--- src/rtl/ddr_bank_responder_pkg.sv ---
// Shared types and default timing for the DDR4 bank responder.
// The decoded command set, the per-bank FSM states and the READ/WRITE
// tag handed to the data model all live here, so the top level and the
// per-bank FSM agree on encodings.
package ddr_bank_responder_pkg;

  localparam int NUMBER_BANK = 16;
  localparam int RA_WIDTH    = 15;
  localparam int CA_WIDTH    = 10;
  localparam int T_RCD       = 15;
  localparam int T_RP        = 15;
  localparam int T_RAS       = 33;
  localparam int CNT_WIDTH   = 8;

  typedef enum logic {
    READ  = 1'b0,
    WRITE = 1'b1
  } command_type;

  typedef enum logic [1:0] {
    BANK_IDLE,
    BANK_ACTIVATING,
    BANK_ACTIVE,
    BANK_PRECHARGING
  } bank_state_type;

  typedef enum logic [2:0] {
    DEC_NOP,
    DEC_ACT,
    DEC_PRE,
    DEC_PREA,
    DEC_RD,
    DEC_WR,
    DEC_REF
  } dec_cmd_type;

endpackage

--- src/rtl/ddr_bank_responder_bank_fsm.sv ---
// One bank of the responder: open-row tracking plus tRCD/tRP/tRAS checks.
// Ports:
//   clock_t, reset_n : clock, synchronous active-low reset
//   cmd, sel, row_in : decoded command, this-bank select, row for ACT
//   state, row       : current bank state and latched open row
//   act_ready        : an ACT issued now would be legal (also "idle" for REF)
//   cas_ok           : RD/WR issued now is accepted (combinational strobe)
//   act_err/cas_err/pre_err : protocol-violation strobes for this command
module ddr_bank_responder_bank_fsm #(
  parameter int RA_WIDTH  = ddr_bank_responder_pkg::RA_WIDTH,
  parameter int CNT_WIDTH = ddr_bank_responder_pkg::CNT_WIDTH,
  parameter int T_RCD     = ddr_bank_responder_pkg::T_RCD,
  parameter int T_RP      = ddr_bank_responder_pkg::T_RP,
  parameter int T_RAS     = ddr_bank_responder_pkg::T_RAS
) (
  input  logic                                   clock_t,
  input  logic                                   reset_n,
  input  ddr_bank_responder_pkg::dec_cmd_type    cmd,
  input  logic                                   sel,
  input  logic [RA_WIDTH-1:0]                    row_in,
  output ddr_bank_responder_pkg::bank_state_type state,
  output logic [RA_WIDTH-1:0]                    row,
  output logic                                   act_ready,
  output logic                                   cas_ok,
  output logic                                   act_err,
  output logic                                   cas_err,
  output logic                                   pre_err
);
  import ddr_bank_responder_pkg::*;

  // Timers hold "cycles since entry minus one" at the sampling edge, so a
  // command N cycles after the event sees the timer at N-1.
  localparam logic [CNT_WIDTH-1:0] RCD_LAST = CNT_WIDTH'(T_RCD - 1);
  localparam logic [CNT_WIDTH-1:0] RP_LAST  = CNT_WIDTH'(T_RP - 1);
  localparam logic [CNT_WIDTH-1:0] RAS_LAST = CNT_WIDTH'(T_RAS - 1);

  function automatic logic [CNT_WIDTH-1:0] sat_inc(input logic [CNT_WIDTH-1:0] v);
    sat_inc = (&v) ? v : v + 1'b1;
  endfunction

  bank_state_type       state_nxt;
  logic [CNT_WIDTH-1:0] timer;
  logic [CNT_WIDTH-1:0] ras_timer;
  logic                 row_load;
  logic                 act_cmd, cas_cmd, pre_cmd;
  logic                 rcd_done, rp_done, ras_done, cas_ready;

  assign act_cmd  = sel && (cmd == DEC_ACT);
  assign cas_cmd  = sel && ((cmd == DEC_RD) || (cmd == DEC_WR));
  assign pre_cmd  = (sel && (cmd == DEC_PRE)) || (cmd == DEC_PREA);
  assign rcd_done = (timer >= RCD_LAST);
  assign rp_done  = (timer >= RP_LAST);
  assign ras_done = (ras_timer >= RAS_LAST);

  // The last cycle of ACTIVATING/PRECHARGING already counts as the next
  // state for legality, so commands exactly tRCD/tRP later are accepted.
  assign act_ready = (state == BANK_IDLE) || ((state == BANK_PRECHARGING) && rp_done);
  assign cas_ready = (state == BANK_ACTIVE) || ((state == BANK_ACTIVATING) && rcd_done);

  always_comb begin
    state_nxt = state;
    row_load  = 1'b0;
    cas_ok    = 1'b0;
    act_err   = 1'b0;
    cas_err   = 1'b0;
    pre_err   = 1'b0;

    case (state)
      BANK_ACTIVATING: begin
        if (rcd_done) state_nxt = BANK_ACTIVE;
        if (pre_cmd)  pre_err   = 1'b1;
      end
      BANK_ACTIVE: begin
        if (pre_cmd) begin
          if (ras_done) state_nxt = BANK_PRECHARGING;
          else          pre_err   = 1'b1;
        end
      end
      BANK_PRECHARGING: begin
        if (rp_done) state_nxt = BANK_IDLE;
      end
      default: ;
    endcase

    // ACT overrides the timed exit from PRECHARGING when it lands on the
    // final precharge cycle.
    if (act_cmd) begin
      if (act_ready) begin
        state_nxt = BANK_ACTIVATING;
        row_load  = 1'b1;
      end else begin
        act_err = 1'b1;
      end
    end

    if (cas_cmd) begin
      if (cas_ready) cas_ok  = 1'b1;
      else           cas_err = 1'b1;
    end
  end

  always_ff @(posedge clock_t) begin
    if (!reset_n) begin
      state     <= BANK_IDLE;
      timer     <= '0;
      ras_timer <= '0;
    end else begin
      state     <= state_nxt;
      timer     <= (state_nxt != state) ? '0 : sat_inc(timer);
      ras_timer <= row_load ? '0 : sat_inc(ras_timer);
    end
  end

  always_ff @(posedge clock_t) begin
    if (row_load) row <= row_in;
  end

endmodule

--- src/rtl/ddr_bank_responder.sv ---
// Memory-side DDR4 command responder: decodes the command pins, tracks
// per-bank open rows, and forwards each legal RD/WR with its open row.
// Ports:
//   clock_t, reset_n          : clock, synchronous active-low reset
//   cs_n, act_n, ras_n_a16, cas_n_a15, we_n_a14, bg, ba, addr : command bus
//   cas_valid/rw/bank/row/col : accepted column command (one-cycle pulse,
//                               fields hold between pulses)
//   bank_open                 : per bank, set while ACTIVATING or ACTIVE
//   err_act/cas/pre/ref       : protocol-violation pulses
module ddr_bank_responder #(
  parameter int NUMBER_BANK = ddr_bank_responder_pkg::NUMBER_BANK,
  parameter int RA_WIDTH    = ddr_bank_responder_pkg::RA_WIDTH,
  parameter int CA_WIDTH    = ddr_bank_responder_pkg::CA_WIDTH,
  parameter int T_RCD       = ddr_bank_responder_pkg::T_RCD,
  parameter int T_RP        = ddr_bank_responder_pkg::T_RP,
  parameter int T_RAS       = ddr_bank_responder_pkg::T_RAS,
  parameter int CNT_WIDTH   = ddr_bank_responder_pkg::CNT_WIDTH
) (
  input  logic                                clock_t,
  input  logic                                reset_n,
  input  logic                                cs_n,
  input  logic                                act_n,
  input  logic                                ras_n_a16,
  input  logic                                cas_n_a15,
  input  logic                                we_n_a14,
  input  logic [1:0]                          bg,
  input  logic [1:0]                          ba,
  input  logic [13:0]                         addr,
  output logic                                cas_valid,
  output ddr_bank_responder_pkg::command_type cas_rw,
  output logic [3:0]                          cas_bank,
  output logic [RA_WIDTH-1:0]                 cas_row,
  output logic [CA_WIDTH-1:0]                 cas_col,
  output logic [NUMBER_BANK-1:0]              bank_open,
  output logic                                err_act,
  output logic                                err_cas,
  output logic                                err_pre,
  output logic                                err_ref
);
  import ddr_bank_responder_pkg::*;

  dec_cmd_type          cmd;
  logic [3:0]           bank_sel;
  logic [RA_WIDTH-1:0]  act_row;
  bank_state_type       bank_state [NUMBER_BANK];
  logic [RA_WIDTH-1:0]  bank_row   [NUMBER_BANK];
  logic [NUMBER_BANK-1:0] act_rdy, cas_hit, act_e, cas_e, pre_e;

  assign bank_sel = {bg, ba};
  // On ACT the RAS/CAS/WE pins carry A16..A14; the row keeps the low bits.
  assign act_row  = RA_WIDTH'({ras_n_a16, cas_n_a15, we_n_a14, addr});

  always_comb begin
    cmd = DEC_NOP;
    if (!cs_n) begin
      if (!act_n) begin
        cmd = DEC_ACT;
      end else begin
        case ({ras_n_a16, cas_n_a15, we_n_a14})
          3'b010:  cmd = addr[10] ? DEC_PREA : DEC_PRE;
          3'b100:  cmd = DEC_WR;
          3'b101:  cmd = DEC_RD;
          3'b001:  cmd = DEC_REF;
          default: cmd = DEC_NOP;
        endcase
      end
    end
  end

  for (genvar gi = 0; gi < NUMBER_BANK; gi++) begin : g_bank
    ddr_bank_responder_bank_fsm #(
      .RA_WIDTH (RA_WIDTH),
      .CNT_WIDTH(CNT_WIDTH),
      .T_RCD    (T_RCD),
      .T_RP     (T_RP),
      .T_RAS    (T_RAS)
    ) u_bank (
      .clock_t  (clock_t),
      .reset_n  (reset_n),
      .cmd      (cmd),
      .sel      (bank_sel == 4'(gi)),
      .row_in   (act_row),
      .state    (bank_state[gi]),
      .row      (bank_row[gi]),
      .act_ready(act_rdy[gi]),
      .cas_ok   (cas_hit[gi]),
      .act_err  (act_e[gi]),
      .cas_err  (cas_e[gi]),
      .pre_err  (pre_e[gi])
    );
    assign bank_open[gi] = (bank_state[gi] == BANK_ACTIVATING) ||
                           (bank_state[gi] == BANK_ACTIVE);
  end

  // Only the selected bank can raise act/cas strobes; PREA may hit several
  // banks at once but is reported as a single err_pre pulse.
  always_ff @(posedge clock_t) begin
    if (!reset_n) begin
      cas_valid <= 1'b0;
      cas_rw    <= READ;
      cas_bank  <= '0;
      cas_row   <= '0;
      cas_col   <= '0;
      err_act   <= 1'b0;
      err_cas   <= 1'b0;
      err_pre   <= 1'b0;
      err_ref   <= 1'b0;
    end else begin
      cas_valid <= |cas_hit;
      if (|cas_hit) begin
        cas_rw   <= (cmd == DEC_WR) ? WRITE : READ;
        cas_bank <= bank_sel;
        cas_row  <= bank_row[bank_sel];
        cas_col  <= addr[CA_WIDTH-1:0];
      end
      err_act <= |act_e;
      err_cas <= |cas_e;
      err_pre <= |pre_e;
      err_ref <= (cmd == DEC_REF) && !(&act_rdy);
    end
  end

endmodule

--- config.mk ---
export PLATFORM = sky130hd
export DESIGN_NAME = ddr_bank_responder
export DESIGN_NICKNAME = d
export VERILOG_FILES = /design/src/rtl/ddr_bank_responder_pkg.sv /design/src/rtl/ddr_bank_responder_bank_fsm.sv /design/src/rtl/ddr_bank_responder.sv
export SDC_FILE = /design/constraint.sdc
export NUM_CORES = 1
export LEC_CHECK = 0
export CAP_MARGIN = 20
export CORE_MARGIN = 2
export CORE_UTILIZATION = 50
export CTS_BUF_LIST = sky130_fd_sc_hd__clkbuf_8
export DETAILED_ROUTE_END_ITERATION = 10
export PLACE_DENSITY = 0.72
export SKIP_LAST_GASP = 1
export SLEW_MARGIN = 20
export SYNTH_ARGS = -nofsm -noshare
export SYNTH_HDL_FRONTEND = slang
export SYNTH_SLANG_ARGS = --single-unit
--- constraint.sdc ---
create_clock -name clock_t -period 3.4 [get_ports clock_t]
set_input_delay 0.51 -clock clock_t [delete_from_list [all_inputs] [get_ports clock_t]]
set_output_delay 0.51 -clock clock_t [all_outputs]
set_load 0.02 [all_outputs]
; After elaboration in Yosys (flattened, before gate mapping)
; Cells that the tools add are included.
[op_classes]
addsub = 32
order_cmp = 33
n_eq_ne = 89
n_mux = 312
n_bitwise = 2
n_reduce_logical = 233
[op_table]
columns = cell, count
row1 = $add 8x1->8 const B, 32
row2 = $reduce_and 8->1, 32
row3 = $mux 2, 96
row4 = $mux 1, 178
row5 = $ge 8x4->1 const B, 16
row6 = $ge 8x6->1 const B, 16
row7 = $pmux 2 s3, 16
row8 = $logic_and 1x1->1, 81
row9 = $logic_or 1x1->1, 65
row10 = $eq 2x2->1 const B, 32
row11 = $reduce_or 16->1, 4
row12 = $reduce_or 2->1, 32
row13 = $bmux 15 s4, 1
row14 = $eq 2x1->1 const B, 16
row15 = $eq 4x4->1 const B, 8
row16 = $logic_not 2->1, 16
row17 = $ne 2x2->1, 16
row18 = $pmux 1 s2, 16
row19 = $mux 15, 2
row20 = $eq 4x3->1 const B, 4
row21 = $reduce_and 16->1, 1
row22 = $eq 3x3->1 const B, 5
row23 = $pmux 3 s4, 1
row24 = $eq 3x2->1 const B, 3
row25 = other kinds (9), 12
[totals]
regBits = 563
in_bits = 25
out_inout_bits = 51

; Longest topological paths before layout
[depth]
depth_word = 13
mapped_depth = 10
depth_no_buf = 10

; By module
; Synthesis repeated with hierarchy kept, for this count alone.
[unflattened]
hier_cells = 2814
area_unflattened_um2 = 29066.6
[modules_own_cells]
columns = module, n_inst, cells_each, area_each_um2, seq_area_each_um2
row1 = ddr_bank_responder_bank_fsm at g_bank[0].u_bank ..., 15, 148, 1584.0, 810.8
row2 = ddr_bank_responder, 1, 427, 3612.2, 700.7
row3 = ddr_bank_responder_bank_fsm at g_bank[9].u_bank, 1, 167, 1694.1, 810.8

; Least setup slack after synthesis
; Ideal clock, no wire load.
[synth_path]
path_type = in2reg
from = input ba[1]
to = register g_bank[10].u_bank.timer[4]
setup_time_ns = 0.131
t_arrival_ns = 2.941
required_ns = 3.269
path_slack_ns = 0.327
cell_stages = 7
n_path_buf = 1
cell_sequence = buf_2 > nor2b_1 > nand2_1 > nor3_1 > a21oi_1 > o211ai_2 > nor3_1
[synth_between]
elab_chain_cells = 9
[synth_rtl]
columns = item, line_no
row1 = from (decl), ddr_bank_responder.sv:27  ; input logic [1:0] ba,
row2 = $eq 4x4->1 *, ddr_bank_responder.sv:81  ; .sel (bank_sel == 4'(gi)),
row3 = $logic_and 1x1->1, ddr_bank_responder_bank_fsm.sv:50  ; assign pre_cmd = (sel && (cmd == DEC_PRE)) || (cmd == DEC_PREA);
row4 = $logic_or 1x1->1, ddr_bank_responder_bank_fsm.sv:50
row5 = $mux 2, ddr_bank_responder_bank_fsm.sv:74  ; if (pre_cmd) begin
row6 = $pmux 2 s3, ddr_bank_responder_bank_fsm.sv:68  ; case (state)
row7 = $mux 2, ddr_bank_responder_bank_fsm.sv:88  ; if (act_ready) begin
row8 = $mux 2 *, ddr_bank_responder_bank_fsm.sv:87  ; if (act_cmd) begin
row9 = $ne 2x2->1 *, ddr_bank_responder_bank_fsm.sv:109  ; timer <= (state_nxt != state) ? '0 : sat_inc(timer);
row10 = $reduce_or 2->1 (no line) *, n/a
row11 = to (signal assigned), ddr_bank_responder_bank_fsm.sv:109
row12 = to (decl), ddr_bank_responder_bank_fsm.sv:42  ; logic [CNT_WIDTH-1:0] timer;
; Every way passes the cells marked *; elsewhere a longest branch is shown, timed or not.
; A chain may end at the register's enable or synchronous reset.

; Worst setup path in the final report
[layout_path]
from = register g_bank[15].u_bank.state[1]
to = output bank_open[15]
[layout_between]
elab_chain_cells = 2
[layout_rtl]
columns = item, line_no
row1 = from (decl), ddr_bank_responder_bank_fsm.sv:21  ; output ddr_bank_responder_pkg::bank_state_type state,
row2 = from (signal assigned), ddr_bank_responder_bank_fsm.sv:108  ; state <= state_nxt;
row3 = $eq 2x1->1 / $eq 2x2->1 (equally long branches), "ddr_bank_responder.sv:91, ddr_bank_responder.sv:92"
row4 = $logic_or 1x1->1 *, ddr_bank_responder.sv:91  ; assign bank_open[gi] = (bank_state[gi] == BANK_ACTIVATING) ||
row5 = to (decl), ddr_bank_responder.sv:34  ; output logic [NUMBER_BANK-1:0] bank_open,
; Marks and branches as above.

==> results_dict.tcl <==
set metrics [dict create \
    status "finished clean" \
    hold_path.class "input port to flop" \
    synthFlopType "dfxtp_1" \
    syn_area_per_cell_sq_um 10.6 \
    setup_viol 0 \
    critPathCaptureType "primary output" \
    vias_per_cell 5.89 \
    htreeDepth 3 \
    rsz0062_at_grt "no" \
    synthToLayoutAreaGrowth_pct 13.9 \
    ys_ff_latch 563 \
    final_cell_count_no_fill 3472 \
    final_cell_area_sq_um 30800 \
    antenna_found_initial 5 \
    ant_nets 0 \
    cts.sinks 563 \
    worstHoldStart "reset_n" \
    slowest_stage "clkdlybuf4s50_1" \
    cp_cell_sequence "inv_1, ha_1, clkdlybuf4s50_1" \
    cts-root-buf "clkbuf_8" \
    synth_most_common_cell "dfxtp_1" \
    synth_area_sq_um 27000 \
    drive_gt1_share_pct 11.6 \
    ys_top_cells_by_count "dfxtp_1, nor2_1, edfxtp_1" \
    ir_drop_v 0.000420 \
    cts_buffers 92 \
    worstPathArrival_ps 2330 \
    yosysTopAreaCellShare_pct 26.7 \
    synth_cells 2535 \
    timing.hold.ws_ps 370 \
    ys_seq_area_share_pct 50.6 \
    post-dp-hpwl_microns 43900 \
    grt_use_total_pct 22.9 \
    power_frac_comb_pct 5.6 \
    ioPinCount 76 \
    reg2reg_from "g_bank[6].u_bank.timer[0]" \
    coreArea_sq_um 53600 \
    gp_congestion 0.925 \
    p_leak_uw 0.0112 \
    io_buffer_count 75 \
    fp.dieH_microns 236 \
    synth.area.top_cells "edfxtp_1, dfxtp_1, mux4_2" \
    drt_iter0_drc 1480 \
    crit_path_max_incr_delay_ps 650 \
    synth-async-reset-ratio_pct 0 \
    drcViolationCount 0 \
    synth_edf_count 240 \
    firstDrtPassIters 5 \
    final_nets 2850 \
    grt_max_degree 64 \
    grt_pass1_wl_microns 102000 \
    wire_per_inst_microns 18.4 \
    max-cap-violations 0 \
    r2r_cells 10 \
    cp.required_ps 2890 \
    cts_setup_buffers 0 \
    p_seq_share_pct 51.1 \
    finish.utilization_pct 57.4 \
    critPathBufInv 2 \
    dp_cells 3299 \
    tightest_slew_ps 727 \
    critPathTopFamily "buffers and inverters" \
    place_area_sq_um 28800 \
    grt_pass1_vias 19800 \
    clkTransAtPathRegs_ps 60 \
    layout_min_cycle_time_ps 2840 \
    cp_max_fo 5 \
    routed_wl_microns 63900 \
    ys_types 93 \
    initial_utilization_pct 50.4 \
    dieArea_sq_um 55900 \
    power_density_nw_per_um2 465 \
    r2r_setup_slack_ps 630 \
    die_x_microns 236 \
    r2r_end "cas_row[11]" \
    via_count 20500 \
    drv_slew 0 \
    timing.fmax_mhz 352 \
    path_class "flop to primary output" \
    insertion_delay_ps 720 \
    synth_top_area_cell "edfxtp_1" \
    hold_end "g_bank[15].u_bank.state[0]" \
    gr-total-overflow 0 \
    post-route-period-util_pct 83.5 \
    tns_ps 0 \
    hold_buffers 0 \
    cts_tree "yes" \
    fin_skew_ps 64.3 \
    finalHoldViolCount 0 \
    p_sw_uw 3390 \
    p_int_uw 10900 \
    power_switching_share_pct 23.7 \
    num_rows 85 \
    clockPowerShare_pct 43.3 \
    cts.path.max_buffers 3 \
    synth_nets 2688 \
    ctsResizeCount 0 \
    yosysWarnings 0 \
    relSlewSlack_pct 51.5 \
    holdPathStages 3 \
    worstSetupStartpointType "flop" \
]
power by group through the flow:
| stage | clock (uW) | sequential, uW | combinational (uW) |
|---|---|---|---|
| floorplan | 0 | 7420 | 544 |
| global placement | 0 | 7440 | 775 |
| detailed placement | 0 | 7450 | 805 |
| CTS | 6350 | 7310 | 809 |
| global route | 6650 | 7330 | 896 |
| finish | 6190 | 7310 | 805 |
cell type report:
class	instances	area, sq um
Antenna cell	1	2.50
Clock buffer	109	1500
Clock inverter	63	474
Fill cell	4453	22800
Inverter	103	387
Multi-Input combinational cell	1811	12700
Sequential cell	563	13700
Tap cell	696	871
Timing Repair Buffer	126	1180
stage by stage:
| stage | setup WS (ps) | power, uW |
|---|---|---|
| 2_1_floorplan | 327 | 7970 |
| 3_3_place_gp | 253 | 8220 |
| 3_5_place_dp | 230 | 8260 |
| 4_1_cts | 518 | 14500 |
| 5_1_grt | 438 | 14900 |
| 6_report | 561 | 14300 |
kinds of logic (layout without fill, tap and decap cells):
group           after synthesis  after routing  share of synthesized area (%)
other cells                   0              1                              0
buf+inv                     161            401                           2.47
mux                         112            112                           7.66
simple gates                980            980                           17.6
xor+xnor                    121            121                           3.93
fa+ha+maj                   128            128                           5.93
compound gates              470            470                           11.7
flops                       563            563                           50.6
how the worst max path moves through the flow:
stage	from	endpoint	depth (start not counted)
5_1_grt	g_bank[6].u_bank.timer[0]	g_bank[6].u_bank.timer[6]	10
4_1_cts	g_bank[15].u_bank.state[0]	bank_open[15]	3
3_3_place_gp	cs_n	g_bank[11].u_bank.timer[6]	8
6_report	g_bank[15].u_bank.state[1]	bank_open[15]	3
3_5_place_dp	cs_n	g_bank[11].u_bank.timer[4]	8
2_1_floorplan	ba[1]	g_bank[10].u_bank.timer[4]	7
layout by cell type, fill, tap and decap left out, types with 7 or more instances in the layout:
| master | synthesis | layout |
|---|---|---|
| inv_1 | 102 | 128 |
| a221oi_1 | 7 | 7 |
| o211a_1 | 8 | 8 |
| edfxtp_1 | 240 | 240 |
| clkbuf_8 | 0 | 109 |
| ha_1 | 128 | 128 |
| nor4_2 | 9 | 9 |
| and3_1 | 52 | 52 |
| o32ai_1 | 8 | 8 |
| a211oi_1 | 45 | 45 |
| o21ai_0 | 61 | 61 |
| buf_4 | 3 | 48 |
| a31oi_1 | 53 | 53 |
| nor3b_1 | 12 | 12 |
| nand4_1 | 51 | 51 |
| o22ai_1 | 11 | 11 |
| mux2i_1 | 37 | 37 |
| nor4b_1 | 8 | 8 |
| a21o_1 | 18 | 18 |
| a21oi_2 | 7 | 7 |
| o211ai_1 | 19 | 19 |
| xor2_1 | 65 | 65 |
| clkinv_2 | 0 | 13 |
| or3_1 | 10 | 10 |
| o31ai_1 | 7 | 7 |
| mux4_2 | 73 | 73 |
| nand3_1 | 128 | 128 |
| clkinv_1 | 0 | 10 |
| xnor2_1 | 56 | 56 |
| o21ai_1 | 14 | 14 |
| a21oi_1 | 132 | 132 |
| dfxtp_1 | 323 | 323 |
| and2_1 | 19 | 19 |
| o32a_1 | 9 | 9 |
| nand2_1 | 205 | 205 |
| clkdlybuf4s50_1 | 0 | 71 |
| nor3_1 | 102 | 100 |
| nand2b_1 | 17 | 17 |
| nor4_1 | 14 | 14 |
| nor2_1 | 313 | 313 |
flip-flops by register name (all words and copies together) (netlist names), 4 cells and up:
name                     cells
g_bank.u_bank.row          240
g_bank.u_bank.ras_timer    128
g_bank.u_bank.timer        128
g_bank.u_bank.state         32
cas_row                     15
cas_col                     10
cas_bank                     4
per-layer routing:
metal	vias up	global-route usage, %	wire length [microns]
met5	-	0	53
met4	8	7.52	1540
met3	121	5.07	4510
met2	633	38.1	30500
met1	9940	29.8	27300
li1	9755	-	-
worst reg2reg max path, cell delays in order (launching register included):
cell and delay (ps):
dfxtp_1 410, inv_1 70, ha_1 190, o211ai_1 210
nand2_1 160, a21oi_1 410, o32ai_1 170, nor4_2 420
nand3_2 190, buf_12 230, mux2i_1 180
No activity file was read; power rests on OpenSTA's default activity.
